[config.mk]
export PLATFORM = sky130hd
export DESIGN_NAME = n_clic_timer
export DESIGN_NICKNAME = d
export VERILOG_FILES = /design/src/rtl/n_clic_timer.sv
export SDC_FILE = /design/constraint.sdc
export NUM_CORES = 1
export LEC_CHECK = 0
export BUFFER_PORTS_ARGS = -buffer_cell sky130_fd_sc_hd__buf_4
export CELL_PAD_IN_SITES_DETAIL_PLACEMENT = 0
export CELL_PAD_IN_SITES_GLOBAL_PLACEMENT = 1
export CORE_ASPECT_RATIO = 1.1
export CORE_UTILIZATION = 43
export DETAILED_ROUTE_END_ITERATION = 16
export HOLD_SLACK_MARGIN = 0.03
export PLACE_DENSITY_LB_ADDON = 0.05
export REMOVE_ABC_BUFFERS = 1
export SYNTH_ARGS = -nofsm -noshare
export SYNTH_HDL_FRONTEND = slang
export SYNTH_SLANG_ARGS = --single-unit
export TNS_END_PERCENT = 100
[constraint.sdc]
create_clock -name clk -period 7.6 [get_ports clk]
set_input_delay 2.28 -clock clk [delete_from_list [all_inputs] [get_ports clk]]
set_output_delay 2.28 -clock clk [all_outputs]
set_load 0.02 [all_outputs]
[src/rtl/n_clic_timer.sv]
// rtl/n_clic_timer.sv - prescaled compare timer that drives CLIC line 0
// N_CLIC_TIMER_ONESHOT_EN enables the oneshot bit (cfg[30]); without it the timer is always periodic.
module n_clic_timer #(
  parameter int unsigned TimerWidth     = 16,
  parameter int unsigned PrescalerWidth = 4,
  parameter logic [11:0] CsrAddr        = 12'h400
) (
  input  logic        clk,
  input  logic        reset,
  input  logic        csr_we,
  input  logic [11:0] csr_addr,
  input  logic [31:0] csr_wdata,
  output logic [31:0] csr_rdata,
  output logic        int_pend,
  input  logic        int_ack
);

  localparam int unsigned PcntWidth = 1 << PrescalerWidth;
  localparam logic [11:0] CntAddr   = CsrAddr + 12'd1;

  typedef enum logic {IDLE, RUN} state_e;

  state_e                    state_q, state_d;
  logic [TimerWidth-1:0]     cmp_q, cnt_q, cnt_d;
  logic [PrescalerWidth-1:0] pre_q;
  logic [PcntWidth-1:0]      pcnt_q, pcnt_d, pmask;
  logic                      pend_q, pend_d;
  logic                      cfg_we, en, tick, match, oneshot;
  logic [31:0]               cfg_rd;
  logic                      unused_wdata;

  assign cfg_we       = csr_we && (csr_addr == CsrAddr);
  assign en           = (state_q == RUN);
  // Low pre bits of pcnt all ones marks the last clock of a 2^pre period.
  assign pmask        = ~({PcntWidth{1'b1}} << pre_q);
  assign tick         = en && ((pcnt_q & pmask) == pmask);
  assign match        = (cnt_q == cmp_q);
  assign int_pend     = pend_q;
  assign unused_wdata = ^csr_wdata;

`ifdef N_CLIC_TIMER_ONESHOT_EN
  logic oneshot_q;
  always_ff @(posedge clk or negedge reset) begin
    if (!reset) begin
      oneshot_q <= 1'b0;
    end else if (cfg_we) begin
      oneshot_q <= csr_wdata[30];
    end
  end
  assign oneshot = oneshot_q;
`else
  assign oneshot = 1'b0;
`endif

  always_comb begin
    state_d = state_q;
    if (cfg_we) begin
      state_d = csr_wdata[31] ? RUN : IDLE;
    end else if (tick && match && oneshot) begin
      state_d = IDLE;
    end
  end

  // A config write restarts counting and swallows any tick in the same cycle.
  always_comb begin
    cnt_d  = cnt_q;
    pcnt_d = pcnt_q;
    pend_d = pend_q;
    if (int_ack) begin
      pend_d = 1'b0;
    end
    if (cfg_we) begin
      cnt_d  = '0;
      pcnt_d = '0;
      if (!csr_wdata[31]) begin
        pend_d = 1'b0;
      end
    end else begin
      if (en) begin
        pcnt_d = pcnt_q + PcntWidth'(1);
      end
      if (tick) begin
        if (match) begin
          cnt_d  = '0;
          pend_d = 1'b1;
        end else begin
          cnt_d = cnt_q + TimerWidth'(1);
        end
      end
    end
  end

  always_ff @(posedge clk or negedge reset) begin
    if (!reset) begin
      state_q <= IDLE;
      cmp_q   <= '0;
      pre_q   <= '0;
      cnt_q   <= '0;
      pcnt_q  <= '0;
      pend_q  <= 1'b0;
    end else begin
      state_q <= state_d;
      cnt_q   <= cnt_d;
      pcnt_q  <= pcnt_d;
      pend_q  <= pend_d;
      if (cfg_we) begin
        cmp_q <= csr_wdata[TimerWidth-1:0];
        pre_q <= csr_wdata[16 +: PrescalerWidth];
      end
    end
  end

  always_comb begin
    cfg_rd                        = '0;
    cfg_rd[TimerWidth-1:0]        = cmp_q;
    cfg_rd[16 +: PrescalerWidth]  = pre_q;
    cfg_rd[30]                    = oneshot;
    cfg_rd[31]                    = en;
    csr_rdata                     = '0;
    if (csr_addr == CsrAddr) begin
      csr_rdata = cfg_rd;
    end else if (csr_addr == CntAddr) begin
      csr_rdata = 32'(cnt_q);
    end
  end

endmodule

==> results.ini <==
[power_and_ir_drop]
power_density_nw_per_um2=143
ir_worst_vdd_mv=0.0637
leakagePower_nw=1.69

[finish]
diodes=0
area_growth_pct=14.8
nNetsFinal=471
drive_gt1_frac=0.201
stdcell_count=509

[setup_path]
crit_family=simple AND/OR/NAND/NOR gates
startpoint_type=input port
slowest_stage=nor4_1
crit_type=input port to primary output
cpPeakStageDelay_ps=350
worstPathMaxFanout=19
cp-end-kind=primary output
cp.required_ps=5320
cpMostUsedCell=buf_4
crit_chain=buf_4 > nor4_1 > nand4_2 > buf_4 > nor2_1 > and2_1 > buf_4
cp.buffers_inverters=3
worst-endpoint-arrival_ps=3680

[place]
port-buffer-count=58
dp.cells=501
place.gp.congestion=0.860
dp_hpwl_um=5110

[timing]
post-route-period-util=0.784
max_freq_mhz=168
tns_ps=0
slew_headroom=0.524
tightest_slew_ps=714
rsz0062_at_grt=false
hold_violations=0
drv_slew=0
skew_ps=15.0
period_needed_ps=5960
finalSetupViolations=0

[route]
vias=2773
drtPass1Iterations=6
drcViolationCount=0
viasPerCell=5.45
drt_iter0_drc=128
wl_per_cell_um=15.3
finalWirelength_um=7780
postRouteAntennaNets=0

[job]
drv_cap=0

[clock_tree]
tritoncts=done
clk_pin_slew_ps=90
clock_sinks=53
ctsHtreeMaxLevel=2
cts_hold_buf=0
post-cts-setup-buffers=0
cts_resized=0
root_buffer=clkbuf_8
clk_path_buf_depth=2
cts_buffers=5
clk_latency_ps=320

[global_route]
grt-ovfl-total=0
grt_max_degree=54
antenna_found_initial=0
grt_util_all_layers=0.207
grt_pass1_vias=2608
grt_pass1_wl_um=13000

[floorplanning]
die_w_um=85.6
fp.dieH_um=94.0
core_um2=7430
num_rows=33
io_pins=81
start_util=0.445
die_area_um2=8040

[synth]
yosys.area.top_type=dfrtp_1
yosys_warnings=0
synth-edff-count=0
netlist_top_cells_area=dfrtp_1 40%, nand2_1 8.7%, nor2_1 5.6%
synth_seq_cells=53
synth_cells=379
synth.cell_area_um2=3310
synthArstFlopShare=1.00
synth_ff_type=dfrtp_1
yosysTopAreaCellShare=0.401
synthTopCellsByCount=77 x nand2_1, 53 x dfrtp_1, 49 x nor2_1, 19 x xnor2_1, 17 x mux2i_1
yosysSeqAreaShare=0.401
post-synth-top-count-cell=nand2_1
yosysUniqueCellTypes=54
avgSynthCellArea_um2=8.72

[worst_hold_path]
hold_path_class=flip-flop to flip-flop

[status]
status=complete, no violations

area by class of cell:
class | instances | area [um2]
inverter | 4 | 15.0
clock buffer | 7 | 76.3
tap | 87 | 109
timing repair buffer | 61 | 458
multi-input combinational | 296 | 1800
clock inverter | 1 | 7.51
fill | 754 | 3640
sequential | 53 | 1330
path summary, 6_finish.rpt:
path | startpoint | end | slack [ps] | cells after the start
hold reg to reg | cmp_q[1]$_DFFE_PN0P_ | cmp_q[1]$_DFFE_PN0P_ | 520 | 2
setup / recovery | csr_addr[5] | csr_rdata[18] | 1640 | 7
setup reg to reg | en$_DFFE_PN0P_ | cnt_q[9]$_DFFE_PN0P_ | 4700 | 6
min in group asynchronous | reset | cmp_q[13]$_DFFE_PN0P_ | 2010 | 1
hold / removal | cmp_q[1]$_DFFE_PN0P_ | cmp_q[1]$_DFFE_PN0P_ | 520 | 2
max in group asynchronous | reset | cmp_q[15]$_DFFE_PN0P_ | 5110 | 1
worst min-delay path, cell delays in order (launching register included):
cell     delay (ps)
dfrtp_1         380
nand2_1          60
nand2_1          50
placed cells by master (no fill, tap or decap), drive strengths merged, types with 5 or more instances in the layout:
master  instances
dfrtp          53
and3            6
nor2           49
conb           11
nand4          13
nand3           9
clkbuf          7
and2            8
o21ai           8
a22o            5
xnor2          19
o211ai          8
mux2i          17
nor4            5
nand2          77
buf            61
nand2b          5
xor2            9
cells by family after synthesis:
kind of cell,after synthesis,synth area share
and+or+nand+nor,189,0.268
DFF,53,0.401
AOI/OAI and AO/OA,49,0.129
buffers and inverters,40,0.0670
xor gates and xnor gates,28,0.0742
muxes,17,0.0515
adders and majority gates,2,0.00757
other,1,0.00113
flip-flops by register name, summed over array words and instances (netlist names):
signal / count
int_pend: 1
cnt_q: 16
pcnt_q: 15
en: 1
pre_q: 4
cmp_q: 16
routing by layer:
layer | track usage | up-vias | wire [um]
met2 | 0.362 | 51 | 3930
met5 | 0 | - | 0
met1 | 0.267 | 1363 | 3500
met4 | 0.0583 | 0 | 84
met3 | 0.0290 | 6 | 261
li1 | - | 1353 | -
through the flow:
| step | instance area, um2 | worst slack, ps | total power (W) | utilization | hold WS, ps |
|---|---|---|---|---|---|
| global placement | 3710 | 1650 | 0.000388 | 0.499 | 497 |
| detailed placement | 3710 | 1630 | 0.000390 | 0.499 | 503 |
| CTS | 3790 | 1620 | 0.000552 | 0.510 | 526 |
| finish | 3790 | 1640 | 0.000543 | 0.510 | 520 |
| global route | 3790 | 1530 | 0.000573 | 0.510 | 556 |
| floorplan | 3140 | 1850 | 0.000356 | - | 481 |
power breakdown:
part | switching (W) | leakage [nW] | internal (W)
sequential | 0.0000198 | 0.606 | 0.000294
combinational | 0.0000358 | 1.05 | 0.0000342
clock | 0.0000939 | 0.0385 | 0.0000655
total | 0.000150 | 1.69 | 0.000394
Note: power is estimated with default switching activity, not from simulation.
